## config.mk

```make
export PLATFORM = sky130hd
export DESIGN_NAME = uart_rx_oversampled
export DESIGN_NICKNAME = d
export VERILOG_FILES = /design/src/rtl/uart_rx_oversampled.sv
export SDC_FILE = /design/constraint.sdc
export NUM_CORES = 1
export LEC_CHECK = 0
export CELL_PAD_IN_SITES_DETAIL_PLACEMENT = 1
export CELL_PAD_IN_SITES_GLOBAL_PLACEMENT = 1
export CORE_ASPECT_RATIO = 1.4
export CORE_MARGIN = 2
export CORE_UTILIZATION = 40
export DETAILED_ROUTE_END_ITERATION = 8
export HOLD_SLACK_MARGIN = 0.08
export PLACE_DENSITY = 0.72
export REMOVE_ABC_BUFFERS = 1
export SLEW_MARGIN = 15
export SYNTH_ARGS = -nofsm -noshare
export SYNTH_HDL_FRONTEND = slang
export SYNTH_SLANG_ARGS = --single-unit
```

## constraint.sdc

```tcl
create_clock -name clk -period 2.1 [get_ports clk]
set_input_delay 0.315 -clock clk [delete_from_list [all_inputs] [get_ports clk]]
set_output_delay 0.315 -clock clk [all_outputs]
set_load 0.02 [all_outputs]
```

## src/rtl/uart_rx_oversampled.sv

```systemverilog
// UART receiver: 2-flop synchroniser plus a counter-timed FSM that samples mid-bit,
// delivering 8N1 (optional parity) frames as one-cycle data/error strobes.
module uart_rx_oversampled #(
  parameter int DIVISOR    = 8,
  parameter int DATA_BITS  = 8,
  parameter int PARITY_EN  = 0,
  parameter int PARITY_ODD = 0
) (
  input  logic       clk,
  input  logic       reset,
  input  logic       io_rxd,
  output logic [7:0] io_data,
  output logic       io_valid,
  output logic       io_frameError,
  output logic       io_parityError,
  output logic       io_busy
);

  localparam int TW = $clog2(DIVISOR);
  localparam int BW = $clog2(DATA_BITS + 1);
  localparam logic [TW-1:0] TIMER_HALF = TW'(DIVISOR / 2 - 1);
  localparam logic [TW-1:0] TIMER_FULL = TW'(DIVISOR - 1);
  localparam logic [BW-1:0] LAST_BIT   = BW'(DATA_BITS - 1);

  typedef enum logic [2:0] {
    S_IDLE,
    S_START,
    S_DATA,
    S_PARITY,
    S_STOP,
    S_WAIT_IDLE
  } state_e;

  state_e               state_q, state_d;
  logic [1:0]           sync_q;
  logic [TW-1:0]        timer_q, timer_d;
  logic [BW-1:0]        bit_cnt_q, bit_cnt_d;
  logic [DATA_BITS-1:0] shift_q, shift_d;
  logic                 par_err_q, par_err_d;
  logic                 armed_q, armed_d;
  logic [7:0]           data_q, data_d;
  logic                 valid_q, valid_d;
  logic                 fe_q, fe_d;
  logic                 pe_q, pe_d;

  logic rxs;
  logic sample;
  logic parity_calc;

  assign rxs         = sync_q[1];
  assign sample      = (timer_q == '0);
  assign parity_calc = (^shift_q) ^ (PARITY_ODD != 0);

  // NOTE: every variable gets a default before the case so no path leaves it
  // unassigned; otherwise synthesis infers a latch.
  always_comb begin
    state_d   = state_q;
    timer_d   = sample ? TIMER_FULL : timer_q - TW'(1);
    bit_cnt_d = bit_cnt_q;
    shift_d   = shift_q;
    par_err_d = par_err_q;
    armed_d   = armed_q;
    data_d    = data_q;
    valid_d   = 1'b0;
    fe_d      = 1'b0;
    pe_d      = 1'b0;

    unique case (state_q)
      S_IDLE: begin
        // A fresh reset must see the line high before the first start edge counts.
        if (!armed_q) begin
          state_d = S_WAIT_IDLE;
        end else if (!rxs) begin
          state_d   = S_START;
          timer_d   = TIMER_HALF;
          bit_cnt_d = '0;
          par_err_d = 1'b0;
        end
      end
      S_START: begin
        if (sample) state_d = rxs ? S_IDLE : S_DATA;
      end
      S_DATA: begin
        if (sample) begin
          shift_d   = {rxs, shift_q[DATA_BITS-1:1]};
          bit_cnt_d = bit_cnt_q + BW'(1);
          if (bit_cnt_q == LAST_BIT) state_d = (PARITY_EN != 0) ? S_PARITY : S_STOP;
        end
      end
      S_PARITY: begin
        if (sample) begin
          par_err_d = (rxs != parity_calc);
          state_d   = S_STOP;
        end
      end
      S_STOP: begin
        if (sample) begin
          data_d = 8'(shift_q);
          if (rxs) begin
            valid_d = !par_err_q;
            pe_d    = par_err_q;
            state_d = S_IDLE;
          end else begin
            fe_d    = 1'b1;
            state_d = S_WAIT_IDLE;
          end
        end
      end
      S_WAIT_IDLE: begin
        if (rxs) begin
          state_d = S_IDLE;
          armed_d = 1'b1;
        end
      end
      default: state_d = S_IDLE;
    endcase
  end

  // NOTE: sequential state uses non-blocking assignments so every flop samples
  // the pre-edge values regardless of statement order.
  always_ff @(posedge clk) begin
    if (reset) begin
      state_q   <= S_IDLE;
      sync_q    <= 2'b11;
      timer_q   <= '0;
      bit_cnt_q <= '0;
      shift_q   <= '0;
      par_err_q <= 1'b0;
      armed_q   <= 1'b0;
      data_q    <= '0;
      valid_q   <= 1'b0;
      fe_q      <= 1'b0;
      pe_q      <= 1'b0;
    end else begin
      state_q   <= state_d;
      sync_q    <= {sync_q[0], io_rxd};
      timer_q   <= timer_d;
      bit_cnt_q <= bit_cnt_d;
      shift_q   <= shift_d;
      par_err_q <= par_err_d;
      armed_q   <= armed_d;
      data_q    <= data_d;
      valid_q   <= valid_d;
      fe_q      <= fe_d;
      pe_q      <= pe_d;
    end
  end

  assign io_data        = data_q;
  assign io_valid       = valid_q;
  assign io_frameError  = fe_q;
  assign io_parityError = pe_q;
  assign io_busy        = (state_q != S_IDLE);

endmodule
```

* Word-level counts from Yosys, hierarchy flattened
Index checks and enable logic that the tools add are counted.
** Word-level totals
- Register bits after elaboration :: 33
- Input bits :: 3
- Output and inout bits :: 12
- Logic and storage cells :: 71
** Cells by class
- Add/subtract/negate cells :: 2
- Equal/unequal tests :: 16
- Muxes and demuxes :: 24
- Bitwise operators :: 3
- Reduce and logical (&&, ||, !) cells :: 15
** Operators with widths (count)
- 2-to-1 mux 3 bit :: 13
- one-hot mux 3 bit (6 select lines) :: 1
- != test 2 bit (second input constant) :: 8
- 2-to-1 mux 4 bit :: 3
- one-hot mux 4 bit (2 select lines) :: 1
- XOR reduction 8 bit :: 1
- AND reduction 7 bit :: 1
- equality test 3 x 2 -> 1 bit (second input constant) :: 2
- equality test 3 bit (second input constant) :: 2
- logical NOT 3 bit :: 2
- AND reduction 2 bit :: 3
- adder 4 x 1 -> 4 bit (second input constant) :: 1
- equality test 4 x 3 -> 1 bit (second input constant) :: 1
- 2-to-1 mux 1 bit :: 4
- AND reduction 4 bit :: 1
- nonzero test 2 bit :: 2
- OR reduction 4 bit :: 1
- equality test 3 x 1 -> 1 bit (second input constant) :: 1
- != test 3 bit (second input constant) :: 1
- NOT 1 bit :: 3
- AND reduction 3 bit :: 1
- nonzero test 3 bit :: 1
- OR reduction 3 bit :: 1
- subtractor 3 x 1 -> 3 bit (second input constant) :: 1
- 4 further kinds :: 4

* Logic depth before layout (Yosys ltp)
Gate-level depths: netlist of run 1.
- Word-level depth :: 5
- Mapped depth :: 7
- Mapped depth without buffers :: 7

* Worst setup path before layout of run 1
Ideal clock, no wire load.
- Path type :: register to register
- Start :: register timer_q[0]
- End :: register state_q[2]
- Library setup time :: 0.128 ns
- Arrival :: 1.597 ns
- Data required time :: 1.972 ns
- Setup slack :: 0.376 ns
- Stages on the path, launching flop included :: 8
- Path buffers :: 0
- Clock period less this slack :: 1.724 ns
- Cells stage by stage :: dfxtp_1 -> inv_1 -> ha_1 -> nor2b_1 -> and4b_1 -> a2111o_1 -> a32oi_1 -> nor2_1
** On the way
- Word-level cells in the longest chain between the ends :: 3
- Elaborated cells between the ends (all ways) :: 6
- Classes of those cells :: eq/ne: 4; reduce/logical: 2
** RTL lines
- from (decl) :: line 36 : logic [TW-1:0] timer_q, timer_d;
- from (signal assigned) :: line 137 : timer_q <= timer_d;
- logical NOT 3 bit (*) :: line 51 : assign sample = (timer_q == '0);
- != test 2 bit (no source line)
- AND reduction 7 bit (no source line) (*)
- to (signal assigned) :: line 135 : state_q <= state_d;
- to (decl) :: line 34 : state_e state_q, state_d;
Every way passes the cells marked *; elsewhere a longest branch is shown, timed or not.
A chain may end at the register's enable or synchronous reset.

* Final worst setup path of run 1
- Start :: register state_q[2]
- End :: output port io_busy
** On the way
- Word-level cells in the longest chain between the ends :: 1
** RTL lines
- nonzero test 3 bit :: line 153 : assign io_busy = (state_q != S_IDLE);
- to (decl) :: line 16 : output logic io_busy
No other way between the ends.

==> results of run 1 <==
worst max-delay path, stage by stage, from the launching register on:
cell and delay [ns]:
dfxtp_1 0.51, inv_1 0.18, nand2_1 0.09, clkdlybuf4s50_1 0.59
final cells by class:
class | instances | area share
clock buffers | 7 | 0.0516
inverters | 4 | 0.00898
multi-input cells | 98 | 0.404
flip-flops and latches | 33 | 0.395
well taps | 40 | 0.0299
repair buffers | 20 | 0.111
cells in the final DEF (no fill, tap or decap), types with 3 or more instances in the layout:
cell / count
buf_4: 6
mux2i_1: 16
xor2_1: 3
clkdlybuf4s50_1: 14
nor3_1: 4
xnor2_1: 7
nor2_1: 24
nand2_1: 5
o21ai_0: 3
inv_1: 4
clkbuf_8: 6
a21oi_1: 4
ha_1: 3
dfxtp_1: 33
synth_stat cells (2+ instances only):
| library cell | n | area share |
|---|---|---|
| nand3b_1 | 2 | 0.011 |
| nor3_1 | 4 | 0.014 |
| nand3_1 | 2 | 0.0072 |
| inv_1 | 4 | 0.011 |
| xor2_1 | 3 | 0.019 |
| o31ai_1 | 2 | 0.011 |
| ha_1 | 3 | 0.027 |
| nand4_1 | 2 | 0.0090 |
| o21ai_0 | 3 | 0.011 |
| a21oi_1 | 4 | 0.014 |
| xnor2_1 | 7 | 0.044 |
| buf_2 | 2 | 0.0072 |
| nor2_1 | 24 | 0.065 |
| nor4bb_1 | 2 | 0.014 |
| clkbuf_1 | 6 | 0.016 |
| nand2_1 | 5 | 0.014 |
| mux2i_1 | 16 | 0.12 |
| or2_2 | 2 | 0.0090 |
| a211oi_1 | 2 | 0.011 |
| a31oi_1 | 2 | 0.0090 |
| dfxtp_1 | 33 | 0.48 |
| nand2b_1 | 2 | 0.0090 |
| a31o_2 | 2 | 0.013 |
report_power, final:
group          switching (mW)  internal [mW]  leakage, nW
clock                   0.209          0.260       0.0443
sequential             0.0408          0.662        0.268
combinational           0.188          0.128        0.337
routing by layer:
metal / global-route usage / up-vias / share of wire
met5: 0 / - / 0
met4: 0.0769 / 0 / 0.020
met3: 0.0508 / 4 / 0.020
met2: 0.321 / 13 / 0.55
met1: 0.184 / 525 / 0.41
li1: - / 531 / -
metrics by stage:
| step | util | setup WS (ns) | area (µm²) |
|---|---|---|---|
| 3_3_place_gp | 0.474 | 0.304 | 1590 |
| 5_1_grt | 0.500 | 0.0178 | 1670 |
| 2_1_floorplan | - | 0.112 | 1350 |
| 3_5_place_dp | 0.474 | 0.217 | 1590 |
| 4_1_cts | 0.500 | 0.133 | 1670 |
| 6_report | 0.500 | 0.132 | 1670 |
how the worst max path moves through the flow:
stage          startpoint    endpoint  slack, ns  cells past startpoint
6_report       state_q[2]     io_busy       0.13                      3
5_1_grt        state_q[2]     io_busy       0.02                      3
4_1_cts        state_q[2]     io_busy       0.13                      3
3_5_place_dp   timer_q[0]  state_q[2]       0.22                      7
3_3_place_gp   timer_q[0]  state_q[2]       0.30                      7
2_1_floorplan  timer_q[0]  shift_q[0]       0.11                      6
logic make-up after synthesis:
family          share of synthesized area
compound gates                      0.105
xor+xnor                           0.0633
fa+ha+maj                          0.0271
buf+inv                            0.0344
flops                               0.477
mux                                 0.116
simple gates                        0.177
sequential cells by signal, summed over array words and instances (netlist names):
signal and count:
shift_q 8, io_valid 1, io_frameError 1, armed_q 1, sync_q 2, timer_q 3
par_err_q 1, io_parityError 1, io_data 8, state_q 3, bit_cnt_q 4
==> flow_summary_export.csv, run 1 <==
group,metric,value,unit
global_route,grt.overflow.total,0,
clock_tree,clk_latency,0.28,ns
floorplanning,ios,15,
floorplanning,fp-row-count,25,
clock_tree,clk_pin_slew,0.06,ns
sta,setup_tns,0,ns
detailed_routing,antenna_left,0,
synthesis,yosys_warnings,0,
floorplanning,die_h,73.6,µm
detailed_routing,drc,0,
worst_hold_path,hold_class,"reg -> reg",
global_route,antenna_found_initial,0,
status,outcome,"completed",
worst_hold_path,min_from,"sync_q[0]",
critical_path,reg2reg_to,"state_q[2]",
critical_path,r2r_setup_slack,0.19,ns
layout,num_antenna_cells,0,
power_and_ir_drop,peakVddDrop,668,µV
synthesis,synth.avg_cell_area,9.68,µm²
detailed_routing,dr.pass1.iters,4,
layout,multi_input_area,676,µm²
synthesis,synth_cells,143,
global_route,track_usage,0.178,
layout,nFillCells,408,
clock_tree,clock-root-buffer,"clkbuf_8",
sta,finalCritPeriodShare,0.937,
place,gp_congestion,0.727,
sta,hold_ws,0.413,ns
floorplanning,die_area,3950,µm²
global_route,grt_pass1_wl,5.02,mm
sta,setup_violations,0,
critical_path,cp.required,1.78,ns
sta,tightest_slew,0.405,ns
worst_hold_path,hold_depth,1,
synthesis,synth.distinct_cells,32,
critical_path,reg2reg_depth,7,
power_and_ir_drop,power,1.49,mW
power_and_ir_drop,p_leak,0.649,nW
synthesis,synth-edff-count,0,
critical_path,r2r_start,"timer_q[0]",
detailed_routing,drt_iter0_markers,2,
flow_run,maxCapViolCount,0,
critical_path,cp-start-kind,"register",
clock_tree,htreeDepth,2,
place,portBuffers,14,
sta,slew_violations,0,
global_route,grt_pass1_vias,1120,
detailed_routing,viasPerCell,5.31,
worst_hold_path,whs_endpoint,"sync_q[1]",
synthesis,netlist_area,1380,µm²
sta,fin_skew,0.00374,ns
sta,hold_viol,0,
clock_tree,postCtsSetupBuffers,0,
critical_path,arrival,1.65,ns
power_and_ir_drop,power_per_cell_area,889,nW/µm²
clock_tree,cts_resized,0,
detailed_routing,vias,1073,
layout,nets,168,
layout,fin_cells,202,
critical_path,crit_fanout,9,
clock_tree,cts_tree,"done",
synthesis,ys_ff_latch,33,
layout,seq_area,661,µm²
floorplanning,core-area,3350,µm²
sta,fmax,508,MHz
clock_tree,clock_tree.buffer_depth,2,
synthesis,yosysSeqAreaShare,0.477,
sta,slew_headroom,0.729,
floorplanning,die_w,53.7,µm
critical_path,cp-end-kind,"output pin",
synthesis,async_reset_ff_frac,0,
layout,area_growth,20.9,%
clock_tree,cts_inserted_buffers,5,
clock_tree,clock-sinks,33,
clock_tree,holdBufCountCts,0,
detailed_routing,post_drt_wl_per_cell,14.6,µm
critical_path,path_class,"reg -> out",
place,dpl.hpwl,2.14,mm
synthesis,ys.flop_type,"dfxtp_1",
layout,drive_gt1_frac,0.105,
global_route,grt_max_degree,20,
place,place_inst,195,
sta,layout_min_cycle_time,1.97,ns
floorplanning,initial_core_util,0.413,
detailed_routing,routed_wl,2.95,mm
sta,rsz0062_at_grt,"no",
(Power assumes the default switching activity.)
==> run 2: changes to the inputs <==
--- a/config.mk
+++ b/config.mk
@@ -5,6 +5,7 @@
 export SDC_FILE = /design/constraint.sdc
 export NUM_CORES = 1
 export LEC_CHECK = 0
+export CAP_MARGIN = 20
 export CELL_PAD_IN_SITES_DETAIL_PLACEMENT = 1
 export CELL_PAD_IN_SITES_GLOBAL_PLACEMENT = 1
 export CORE_ASPECT_RATIO = 1.4
==> constraint.sdc (replaced) <==
create_clock -name clk -period 2.2 [get_ports clk]
set_input_delay 0.33 -clock clk [delete_from_list [all_inputs] [get_ports clk]]
set_output_delay 0.33 -clock clk [all_outputs]
set_load 0.02 [all_outputs]
==> run 2 against run 1 <==
  * Wire length is 7.3% higher
  * Worst hold slack better by 0.0028 ns
  * Combinational power is 4% lower
  * Die area is the same
  * Power is 5.2% higher
  * Via count grew 0.56%
  * Critical path depth stayed put
  * Sequential share of layout area down 0.70 points
  * Sequential power fell by 4.0%
  * Register-to-register slack gained 0.12 ns
  * Flip-flop and latch count is the same
  * Clock power is 25% higher
==> flow_summary_export.csv, run 2 (synthesized netlist as in run 1, its figures left out) <==
group,metric,value,unit
layout,most-common-layout-cells,"dfxtp_1 (33), nor2_1 (24), mux2i_1 (16)",
place,preCtsSetupSlack,0.320,ns
global_route,grt.overflow.total,0,
sta,setup_tns,0,ns
critical_path,crit_fanout,9,
clock_tree,htreeDepth,2,
sta,slew_headroom,0.639,
sta,tightest_slew,0.527,ns
worst_hold_path,whs_endpoint,"sync_q[1]",
critical_path,cp.required,1.87,ns
detailed_routing,antenna_left,0,
worst_hold_path,hold_depth,1,
detailed_routing,met3_length,86,µm
critical_path,r2r_start,"timer_q[0]",
critical_path,cp-start-kind,"register",
clock_tree,cts_resized,0,
critical_path,crit_buf_inv,2,
detailed_routing,drc,0,
layout,final_common_cell,"dfxtp_1",
global_route,antenna_found_initial,0,
floorplanning,initial_core_util,0.413,
critical_path,crit_family,"buffers and inverters",
clock_tree,cts_tree,"done",
flow_run,maxCapViolCount,0,
critical_path,reg2reg_to,"state_q[2]",
critical_path,path_class,"reg -> out",
detailed_routing,post_drt_wl_per_cell,15.6,µm
layout,stdcell_area,1700,µm²
sta,setup_violations,0,
clock_tree,clock_tree.buffer_depth,2,
status,outcome,"completed",
detailed_routing,routed_wl,3.16,mm
global_route,grt_max_degree,21,
clock_tree,postCtsSetupBuffers,0,
sta,timing.final.ws_setup,0.196,ns
sta,fin_skew,0.00521,ns
clock_tree,clk_latency,0.29,ns
clock_tree,clock-sinks,33,
place,dpl.hpwl,2.28,mm
global_route,grt_pass1_vias,1139,
sta,slew_violations,0,
clock_tree,clk_pin_slew,0.07,ns
detailed_routing,met2_length,1.72,mm
clock_tree,clock-root-buffer,"clkbuf_8",
critical_path,r2r_setup_slack,0.31,ns
global_route,grt_pass1_wl,5.42,mm
layout,drive_gt1_frac,0.110,
place,portBuffers,14,
global_route,track_usage,0.189,
clock_tree,cts_inserted_buffers,5,
critical_path,reg2reg_depth,7,
critical_path,crit_chain,"inv_1 -> nand2_1 -> clkdlybuf4s50_1",
place,gp_congestion,0.733,
layout,area_growth,23.1,%
power_and_ir_drop,peakVddDrop,581,µV
sta,hold_viol,0,
sta,rsz0062_at_grt,"no",
worst_hold_path,hold_class,"reg -> reg",
sta,fmax,499,MHz
layout,nets,168,
critical_path,arrival,1.67,ns
place,place_area,1590,µm²
critical_path,cp-end-kind,"output pin",
detailed_routing,dr.pass1.iters,4,
critical_path,crit_slowest_cell,"clkdlybuf4s50_1",
power_and_ir_drop,p_leak,0.663,nW
layout,num_antenna_cells,0,
floorplanning,die_w,53.7,µm
sta,finalCritPeriodShare,0.911,
sta,layout_min_cycle_time,2.00,ns
worst_hold_path,min_from,"sync_q[0]",
floorplanning,die_area,3950,µm²
detailed_routing,drt_iter0_markers,15,
layout,fin_cells,203,
floorplanning,die_h,73.6,µm
power_and_ir_drop,power_per_cell_area,919,nW/µm²
floorplanning,fp-row-count,25,
detailed_routing,wl_met1,1.28,mm
detailed_routing,highest_layer,"met4",
layout,nFillCells,376,
clock_tree,holdBufCountCts,0,
power_and_ir_drop,power,1.57,mW
detailed_routing,viasPerCell,5.32,
floorplanning,core-area,3350,µm²
critical_path,cp_slowest_stage_delay,0.59,ns
floorplanning,ios,15,
place,place_inst,195,
detailed_routing,vias,1079,
==> run 2: cell types whose count changed in the layout (fill, tap and decap cells not counted) <==
cell       previous run  this run
bufinv_16             0         1
==> run 2: worst reg2reg max path, stage by stage (launching register included) <==
cell	delay [ns]
dfxtp_1	0.34
inv_1	0.06
ha_1	0.22
nor2b_1	0.20
and4b_1	0.21
a2111o_1	0.46
a32oi_1	0.22
nor2_1	0.07
==> run 2: worst max path at each step <==
stage	endpoint	start	depth (start not counted)	slack (ns)
floorplan	shift_q[0]	timer_q[0]	6	0.21
global placement	state_q[2]	timer_q[0]	7	0.42
detailed placement	state_q[2]	timer_q[0]	7	0.32
CTS	io_busy	state_q[2]	3	0.21
global route	state_q[0]	timer_q[0]	7	0.11
finish	io_busy	state_q[2]	3	0.20
==> run 2: power by group <==
group	leakage, nW	switching [mW]	internal (mW)
clock network	0.0585	0.219	0.369
registers	0.268	0.0428	0.632
logic	0.337	0.180	0.123
total	0.663	0.442	1.12
==> run 2: cell type report <==
cell class                      count  area [µm²]  share of cell area
Multi-Input combinational cell     98         676               0.397
Sequential cell                    33         661               0.388
Timing Repair Buffer               20         185               0.109
Clock buffer                        7        86.3              0.0507
Tap cell                           40        50.0              0.0294
Clock inverter                      1        30.0              0.0176
Inverter                            4        15.0             0.00882
==> run 2: per-stage QoR <==
step | hold slack (ns) | utilization
floorplan | 0.389 | -
global placement | 0.398 | 0.474
detailed placement | 0.401 | 0.474
CTS | 0.420 | 0.509
global route | 0.449 | 0.509
finish | 0.416 | 0.509
==> run 2: per-layer routing <==
layer,GRT usage,vias up
met5,0,-
met4,0.0826,0
met3,0.0610,9
met2,0.325,17
met1,0.206,517
li1,-,536
==> run 3: changes to the inputs <==
--- a/config.mk
+++ b/config.mk
@@ -9,12 +9,13 @@
 export CELL_PAD_IN_SITES_DETAIL_PLACEMENT = 1
 export CELL_PAD_IN_SITES_GLOBAL_PLACEMENT = 1
 export CORE_ASPECT_RATIO = 1.4
-export CORE_MARGIN = 2
+export CORE_MARGIN = 8
 export CORE_UTILIZATION = 40
 export DETAILED_ROUTE_END_ITERATION = 8
 export HOLD_SLACK_MARGIN = 0.08
 export PLACE_DENSITY = 0.72
 export REMOVE_ABC_BUFFERS = 1
+export SKIP_LAST_GASP = 1
 export SLEW_MARGIN = 15
 export SYNTH_ARGS = -nofsm -noshare
 export SYNTH_HDL_FRONTEND = slang
==> run 3 against run 2 <==
  * Cell count unchanged
  * Largest power group unchanged
  * Clock-buffer cell count fell by 2
  * Sequential power barely moved
  * Die area rose by 42%
  * Wire length shrank 2.1%
==> flow_summary_export.csv, run 3 (synthesized netlist as in run 1, its figures left out) <==
group,metric,value,unit
critical_path,cp-start-kind,"register",
clock_tree,cts_tree,"done",
worst_hold_path,hold_depth,1,
power_and_ir_drop,p_leak,0.659,nW
global_route,grt_pass1_vias,1152,
flow_run,maxCapViolCount,0,
floorplanning,die_w,65.7,µm
power_and_ir_drop,peakVddDrop,548,µV
floorplanning,die_area,5620,µm²
worst_hold_path,hold_class,"reg -> reg",
layout,utilization,0.508,
clock_tree,holdBufCountCts,0,
place,place_area,1590,µm²
detailed_routing,vias,1082,
detailed_routing,viasPerCell,5.33,
place,dpl.hpwl,2.26,mm
critical_path,cp_slowest_stage_delay,0.60,ns
sta,layout_min_cycle_time,2.00,ns
critical_path,crit_buf_inv,2,
critical_path,reg2reg_to,"state_q[2]",
detailed_routing,routed_wl,3.10,mm
worst_hold_path,min_from,"sync_q[0]",
clock_tree,clock-root-buffer,"clkbuf_8",
detailed_routing,drc,0,
layout,final_common_cell,"dfxtp_1",
sta,fin_skew,0.00926,ns
clock_tree,clock-sinks,33,
critical_path,reg2reg_depth,7,
detailed_routing,drt_iter0_markers,12,
clock_tree,clock_tree.buffer_depth,2,
layout,area_growth,23.0,%
floorplanning,fp-row-count,25,
critical_path,r2r_setup_slack,0.32,ns
critical_path,cp-end-kind,"output pin",
sta,fmax,499,MHz
critical_path,crit_slowest_cell,"clkdlybuf4s50_1",
floorplanning,core-area,3350,µm²
layout,num_antenna_cells,0,
sta,finalCritPeriodShare,0.911,
critical_path,r2r_start,"timer_q[0]",
global_route,grt.overflow.total,0,
layout,fin_cells,203,
global_route,grt_max_degree,19,
sta,setup_violations,0,
clock_tree,cts_resized,0,
sta,tightest_slew,0.431,ns
place,place_inst,195,
sta,slew_headroom,0.712,
clock_tree,clk_latency,0.30,ns
critical_path,arrival,1.67,ns
detailed_routing,post_drt_wl_per_cell,15.2,µm
clock_tree,clk_pin_slew,0.08,ns
worst_hold_path,whs_endpoint,"sync_q[1]",
status,outcome,"completed",
power_and_ir_drop,power_per_cell_area,909,nW/µm²
layout,nets,168,
detailed_routing,antenna_left,0,
critical_path,crit_start,"state_q[2]",
layout,most-common-layout-cells,"dfxtp_1 (33), nor2_1 (24), mux2i_1 (16)",
sta,rsz0062_at_grt,"no",
sta,setup_tns,0,ns
sta,slew_violations,0,
place,portBuffers,14,
layout,drive_gt1_frac,0.117,
global_route,antenna_found_initial,0,
critical_path,cp.required,1.87,ns
clock_tree,postCtsSetupBuffers,0,
sta,hold_viol,0,
floorplanning,die_h,85.6,µm
critical_path,crit_family,"buffers and inverters",
place,gp_congestion,0.790,
clock_tree,htreeDepth,2,
floorplanning,ios,15,
clock_tree,cts_inserted_buffers,5,
global_route,track_usage,0.120,
floorplanning,initial_core_util,0.413,
critical_path,crit_chain,"inv_1 -> nand2_1 -> clkdlybuf4s50_1",
global_route,grt_pass1_wl,5.31,mm
critical_path,path_class,"reg -> out",
layout,stdcell_area,1700,µm²
detailed_routing,dr.pass1.iters,3,
critical_path,crit_fanout,9,
[run 3: cell count changes in the layout (fill, tap and decap cells not counted), sizes merged]
| cell | delta |
|---|---|
| clkinvlp | +1 |
| clkinv | +1 |
| clkbuf | -2 |
[run 3: layout make-up]
cell class / count / area [µm²]
clock buffers: 5 / 68.8
clock inverters: 3 / 46.3
fillers: 377 / 1650
inverters: 4 / 15.0
multi-input cells: 98 / 676
flip-flops and latches: 33 / 661
well taps: 40 / 50.0
repair buffers: 20 / 185
[run 3: through the flow]
| step | total power [mW] | setup slack, ns | hold WS, ns |
|---|---|---|---|
| after floorplan | 0.870 | 0.212 | 0.389 |
| after detailed placement | 0.985 | 0.332 | 0.400 |
| after CTS | 1.57 | 0.178 | 0.421 |
| final | 1.55 | 0.195 | 0.417 |
| after global routing | 1.62 | 0.136 | 0.438 |
| after global placement | 0.968 | 0.406 | 0.398 |
[run 3: worst max path at each step]
stage	to	slack, ns	cells after the start
global route	io_busy	0.14	3
floorplan	shift_q[0]	0.21	6
global placement	state_q[2]	0.41	7
CTS	io_busy	0.18	3
finish	io_busy	0.20	3
detailed placement	state_q[2]	0.33	7
[run 3: where the power goes]
group	switching, mW	leakage, nW	internal (mW)
combinational	0.175	0.337	0.122
sequential	0.0411	0.268	0.632
clock	0.239	0.0543	0.339
[run 3: worst reg2reg max path: cells and delay by family, from the launching register on]
kind	cells	cell delay (ns)
AO/OA/AOI/OAI	2	0.67
flip-flops	1	0.34
buffers and inverters	1	0.06
AND/OR/NAND/NOR	3	0.48
adder cells (fa/ha/maj)	1	0.21
[run 3: routing by layer]
metal / vias to the layer above / track usage / routed length (µm)
met5: - / 0 / 0
met4: 0 / 0.0657 / 76
met3: 8 / 0.0495 / 158
met2: 13 / 0.211 / 1610
met1: 528 / 0.113 / 1250
li1: 533 / - / -
